[src/rtl/ddr_wr_burst_ctrl.sv]
// Drains the prefetch FIFO into single-outstanding AXI write bursts, ping-ponging frames between two DDR banks.
// Optional write-response checking is enabled by defining DDR_WR_BRESP_CHK_EN.
module ddr_wr_burst_ctrl #(
    parameter int                ADDR_W      = 28,
    parameter int                DATA_W      = 128,
    parameter int                BURST_LEN   = 16,
    parameter int                FRAME_BEATS = 98304,
    parameter logic [ADDR_W-1:0] BASE_ADDR   = '0,
    parameter logic [ADDR_W-1:0] BANK_STRIDE = ADDR_W'('h0200000)
) (
    input  logic                rd_clk,
    input  logic                rd_rst,
    input  logic                frame_start,
    input  logic                fifo_rd_vld,
    input  logic [DATA_W-1:0]   fifo_rd_data,
    output logic                fifo_rd_en,
    output logic [ADDR_W-1:0]   m_awaddr,
    output logic [7:0]          m_awlen,
    output logic                m_awvalid,
    input  logic                m_awready,
    output logic [DATA_W-1:0]   m_wdata,
    output logic [DATA_W/8-1:0] m_wstrb,
    output logic                m_wlast,
    output logic                m_wvalid,
    input  logic                m_wready,
    input  logic [1:0]          m_bresp,
    input  logic                m_bvalid,
    output logic                m_bready,
    output logic                busy,
    output logic                frame_done,
    output logic                frame_drop,
    output logic                done_bank,
    output logic                wr_err
);
    localparam int CNT_W  = $clog2(FRAME_BEATS + 1);
    localparam int LEN_W  = (CNT_W > 9) ? CNT_W : 9;
    localparam int STRB_W = DATA_W / 8;

    typedef enum logic [2:0] {IDLE, WAIT_DATA, AW, W, B} state_t;

    state_t            state;
    logic [CNT_W-1:0]  beat_cnt;
    logic [7:0]        bcnt;
    logic              wr_bank;
    logic              first_frame;
    logic              restart_pend;
    logic              in_w;
    logic [LEN_W-1:0]  rem;
    logic [LEN_W-1:0]  blen;
    logic [ADDR_W-1:0] next_awaddr;
    logic [7:0]        next_awlen;
    logic              bad_resp;

    assign rem         = LEN_W'(FRAME_BEATS) - LEN_W'(beat_cnt);
    assign blen        = (rem < LEN_W'(BURST_LEN)) ? rem : LEN_W'(BURST_LEN);
    assign next_awlen  = 8'(blen - 1'b1);
    assign next_awaddr = BASE_ADDR + (wr_bank ? BANK_STRIDE : '0)
                       + ADDR_W'(beat_cnt) * ADDR_W'(STRB_W);

    // The W channel is a direct window onto the FIFO head so nothing is popped unless the slave took it.
    assign m_wvalid   = in_w & fifo_rd_vld;
    assign m_wdata    = in_w ? fifo_rd_data : '0;
    assign m_wstrb    = in_w ? '1 : '0;
    assign m_wlast    = in_w & (bcnt == m_awlen);
    assign fifo_rd_en = m_wvalid & m_wready;

`ifdef DDR_WR_BRESP_CHK_EN
    logic frame_err;
    assign bad_resp = (m_bresp != 2'b00);
`else
    logic unused_bresp;
    assign unused_bresp = ^m_bresp;
    assign bad_resp     = 1'b0;
    assign wr_err       = 1'b0;
`endif

    always_ff @(posedge rd_clk or posedge rd_rst) begin
        if (rd_rst) begin
            state        <= IDLE;
            beat_cnt     <= '0;
            bcnt         <= '0;
            wr_bank      <= 1'b0;
            first_frame  <= 1'b1;
            restart_pend <= 1'b0;
            in_w         <= 1'b0;
            m_awaddr     <= '0;
            m_awlen      <= '0;
            m_awvalid    <= 1'b0;
            m_bready     <= 1'b0;
            busy         <= 1'b0;
            frame_done   <= 1'b0;
            frame_drop   <= 1'b0;
            done_bank    <= 1'b0;
`ifdef DDR_WR_BRESP_CHK_EN
            frame_err    <= 1'b0;
            wr_err       <= 1'b0;
`endif
        end else begin
            frame_done <= 1'b0;
            frame_drop <= 1'b0;
            // A start seen outside IDLE is remembered; IDLE also consumes it so a start on the B->IDLE cycle is kept.
            if (frame_start && state != IDLE)
                restart_pend <= 1'b1;
            case (state)
                IDLE: begin
                    if (frame_start || restart_pend) begin
                        restart_pend <= 1'b0;
                        beat_cnt     <= '0;
                        busy         <= 1'b1;
                        first_frame  <= 1'b0;
                        if (!first_frame)
                            wr_bank <= ~wr_bank;
`ifdef DDR_WR_BRESP_CHK_EN
                        frame_err <= 1'b0;
`endif
                        state <= WAIT_DATA;
                    end
                end
                WAIT_DATA: begin
                    if (fifo_rd_vld) begin
                        m_awaddr  <= next_awaddr;
                        m_awlen   <= next_awlen;
                        m_awvalid <= 1'b1;
                        state     <= AW;
                    end
                end
                AW: begin
                    if (m_awready) begin
                        m_awvalid <= 1'b0;
                        bcnt      <= '0;
                        in_w      <= 1'b1;
                        state     <= W;
                    end
                end
                W: begin
                    if (fifo_rd_en) begin
                        bcnt     <= bcnt + 1'b1;
                        beat_cnt <= beat_cnt + 1'b1;
                        if (m_wlast) begin
                            in_w     <= 1'b0;
                            m_bready <= 1'b1;
                            state    <= B;
                        end
                    end
                end
                B: begin
                    if (m_bvalid) begin
                        m_bready <= 1'b0;
`ifdef DDR_WR_BRESP_CHK_EN
                        if (bad_resp) begin
                            wr_err    <= 1'b1;
                            frame_err <= 1'b1;
                        end
`endif
                        if (restart_pend) begin
                            frame_drop   <= 1'b1;
                            restart_pend <= 1'b0;
                            wr_bank      <= ~wr_bank;
                            beat_cnt     <= '0;
`ifdef DDR_WR_BRESP_CHK_EN
                            frame_err    <= 1'b0;
`endif
                            state        <= WAIT_DATA;
                        end else if (beat_cnt == CNT_W'(FRAME_BEATS)) begin
                            busy  <= 1'b0;
                            state <= IDLE;
`ifdef DDR_WR_BRESP_CHK_EN
                            if (frame_err || bad_resp) begin
                                frame_drop <= 1'b1;
                            end else begin
                                frame_done <= 1'b1;
                                done_bank  <= wr_bank;
                            end
`else
                            frame_done <= 1'b1;
                            done_bank  <= wr_bank;
`endif
                        end else begin
                            state <= WAIT_DATA;
                        end
                    end
                end
                default: state <= IDLE;
            endcase
        end
    end
endmodule

[config.mk]
export PLATFORM = sky130hd
export DESIGN_NAME = ddr_wr_burst_ctrl
export DESIGN_NICKNAME = d
export VERILOG_FILES = /design/src/rtl/ddr_wr_burst_ctrl.sv
export SDC_FILE = /design/constraint.sdc
export NUM_CORES = 1
export LEC_CHECK = 0
export CAP_MARGIN = 30
export CORE_MARGIN = 5
export CORE_UTILIZATION = 30
export DETAILED_ROUTE_END_ITERATION = 16
export PLACE_DENSITY = 0.79
export SETUP_SLACK_MARGIN = 0.2
export SLEW_MARGIN = 20
export SYNTH_ARGS = -nofsm -noshare
export SYNTH_HDL_FRONTEND = slang
export SYNTH_SLANG_ARGS = --single-unit
[constraint.sdc]
create_clock -name rd_clk -period 3.4 [get_ports rd_clk]
set_input_delay 0.34 -clock rd_clk [delete_from_list [all_inputs] [get_ports rd_clk]]
set_output_delay 0.34 -clock rd_clk [all_outputs]
set_load 0.01 [all_outputs]
==> impl_metrics.ini <==
[run_status]
outcome = finished clean

[worst_setup_path]
cpLargestDelayFamily = simple AND/OR/NAND/NOR gates
critical_path.slowest_cell = or3b_2
crit_chain = inv_1, ha_1, buf_4, or3b_2, nor4bb_2, a311oi_1, nor3_2, nand4_4, inv_2, nand2_1, ha_1, and2_1, mux2i_1, nand2_1
max_stage_delay_ns = 0.47
path_max_fanout = 7
startpoint_type = register
worst-path-buf-inv = 3
critPathKind = register to register
cp-end-kind = register
critPathRequiredTime_ns = 3.61
crit_arrival_ns = 3.14

[global_routing]
antenna_found_initial = 8
grt_usage_pct = 24.5
gr-total-overflow = 0
grt_pass1_vias = 4613
grt_pass1_wl_um = 32400
grt_max_degree = 83

[timing]
slew_headroom_pct = 53.9
setup_violations = 0
worst_pin_slew_ns = 0.686
period_share_pct = 86.2
report.final.slew_viol_count = 0
rsz0062_at_grt = false
finalClockSkew_ns = 0.00647
tns_ns = 0
hold_violations = 0
max_freq_mhz = 341
min_period_ns = 2.93

[clocking]
numCtsBuffers = 9
clkSlewWorstSetupHoldPaths_ns = 0.06
htree_levels = 3
clk_latency_ns = 0.32
tritoncts = done
cts_root_buf = clkbuf_16
clockBufferDepth = 2
clock-sinks = 64

[detailed_routing]
drtIter0Drc = 387
via_per_inst = 4.69
num_vias = 4811
wirelength_um = 22400
avgRoutedWirePerCell_um = 21.9
firstDrtPassIters = 7
ant_nets = 0
drcViolationCount = 0

[die]
rows = 44
dieArea_um2 = 17500
die_y_um = 132
io_pins = 327
fp.coreArea_um2 = 14600
start_util_pct = 30.7
die_x_um = 132

[final_layout]
final_common_cell = clkdlybuf4s50_1
final_cell_mix = clkdlybuf4s50_1, and2_1, nand2_1, dfrtp_1, nor2_1
layout-drive-gt1-share_pct = 5.24
fillers = 1329
area_growth_pct = 77.0
fin_nets = 977

[power_and_ir_drop]
power.total_w = 0.00345
powerDensity_nw_per_um2 = 434
vdd_drop_max_uv = 294
leakagePower_nw = 3.33

[worst_hold_path]
hold_class = primary input to async pin

[flow_run]
drv_cap = 0

[synth]
ys.warnings.count = 0
async_flop_share_pct = 100
syn_avg_cell_area_um2 = 8.05
ys_seq_elements = 64
synthDistinctLibCells = 58
synthesis.instances = 557
synth_flop_cell = dfrtp_1
seq_area_frac_synth_pct = 35.8
syn_area_um2 = 4480
synth-edff-count = 0

[placed_design]
port_buffers = 313
gp_congestion = 0.900
dp_hpwl_um = 18400
## logic make-up after synthesis
kind of cell / count (synthesis) / synth area share [%]
and+or+nand+nor: 314 / 37.9
buffers and inverters: 80 / 9.41
DFF: 64 / 35.8
AOI/OAI and AO/OA: 53 / 7.59
xor gates and xnor gates: 36 / 7.03
muxes: 5 / 1.14
adders and majority gates: 4 / 1.12
other: 1 / 0.0836
## routing by layer
metal,part of all wire (%),vias to the layer above,track usage [%],routed length (um)
met5,0.49,-,0,111
li1,-,2316,-,-
met1,44,2268,33.4,9920
met4,1.8,16,5.15,398
met2,45,177,37.5,10100
met3,8.6,34,8.70,1930
## cells in the mapped netlist (2+ instances only)
library cell	n	area, um2
a21o_1	2	15.0
inv_1	11	41.3
and3_1	3	18.8
dfrtp_1	63	1580
nor2_1	37	139
or3_1	5	31.3
or4_1	2	15.0
or2_2	2	12.5
xnor2_1	18	158
o21ai_0	17	85.1
ha_1	4	50.1
buf_2	3	15.0
a31oi_1	3	18.8
and2_1	135	845
o41ai_1	2	17.5
nand4_1	6	37.5
clkbuf_1	35	131
buf_4	27	203
mux2i_1	4	40.0
xor2_1	18	158
nor3b_1	2	15.0
nor2b_1	2	12.5
nor4_1	5	31.3
a21oi_1	15	75.1
nor3_1	12	60.1
nand3_1	11	55.1
buf_6	2	22.5
nand2b_1	5	31.3
nand2_1	77	289
## final cells by class
cell class / count / area [um2] / area share (%)
Timing Repair Buffer: 327 / 3250 / 41.0
Multi-Input combinational cell: 423 / 2530 / 31.9
Sequential cell: 64 / 1610 / 20.2
Clock buffer: 12 / 256 / 3.23
Tap cell: 184 / 230 / 2.90
Inverter: 11 / 41.3 / 0.520
Clock inverter: 3 / 17.5 / 0.221
Antenna cell: 1 / 2.50 / 0.0315
## through the flow
stage	worst slack [ns]	hold WS, ns	util (%)	cell area (um2)	std cells
floorplan	0.216	0.431	-	4530	567
global placement	0.304	0.439	52.2	7610	1007
detailed placement	0.222	0.441	52.2	7610	1007
CTS	0.255	0.424	54.1	7900	1022
global route	0.174	0.468	54.4	7930	1024
finish	0.470	0.401	54.4	7940	1025
## where the power goes
part	switching [W]	internal, W	total, W
combinational	0.000721	0.000859	0.00158
sequential	0.000132	0.000889	0.00102
clock	0.000319	0.000526	0.000845
total	0.00117	0.00227	0.00345
## worst paths after layout
check	from	cells past startpoint	to	slack (ns)
setup reg to reg	beat_cnt[1]	14	m_awlen[2]	0.47
setup / recovery	beat_cnt[1]	14	m_awlen[2]	0.47
min in group rd_clk	first_frame	2	first_frame	0.45
hold / removal	rd_rst	2	m_awaddr[12]	0.40
hold reg to reg	first_frame	2	first_frame	0.45
max in group asynchronous	rd_rst	3	first_frame	2.26
## registers in the layout, indices dropped and copies added (netlist names)
register,flops
m_awaddr,18
beat_cnt,17
bcnt,8
m_awlen,8
state,3
busy,1
done_bank,1
first_frame,1
frame_done,1
frame_drop,1
in_w,1
m_awvalid,1
m_bready,1
restart_pend,1
wr_bank,1
## timing repair
action                     4_1_cts  5_1_grt
gates resized for setup          1        4
setup endpoints to repair        2        4
hold buffers                     0        0
pin swaps                        0        2
setup buffers                    0        2
Note: power is estimated with default switching activity, not from simulation.
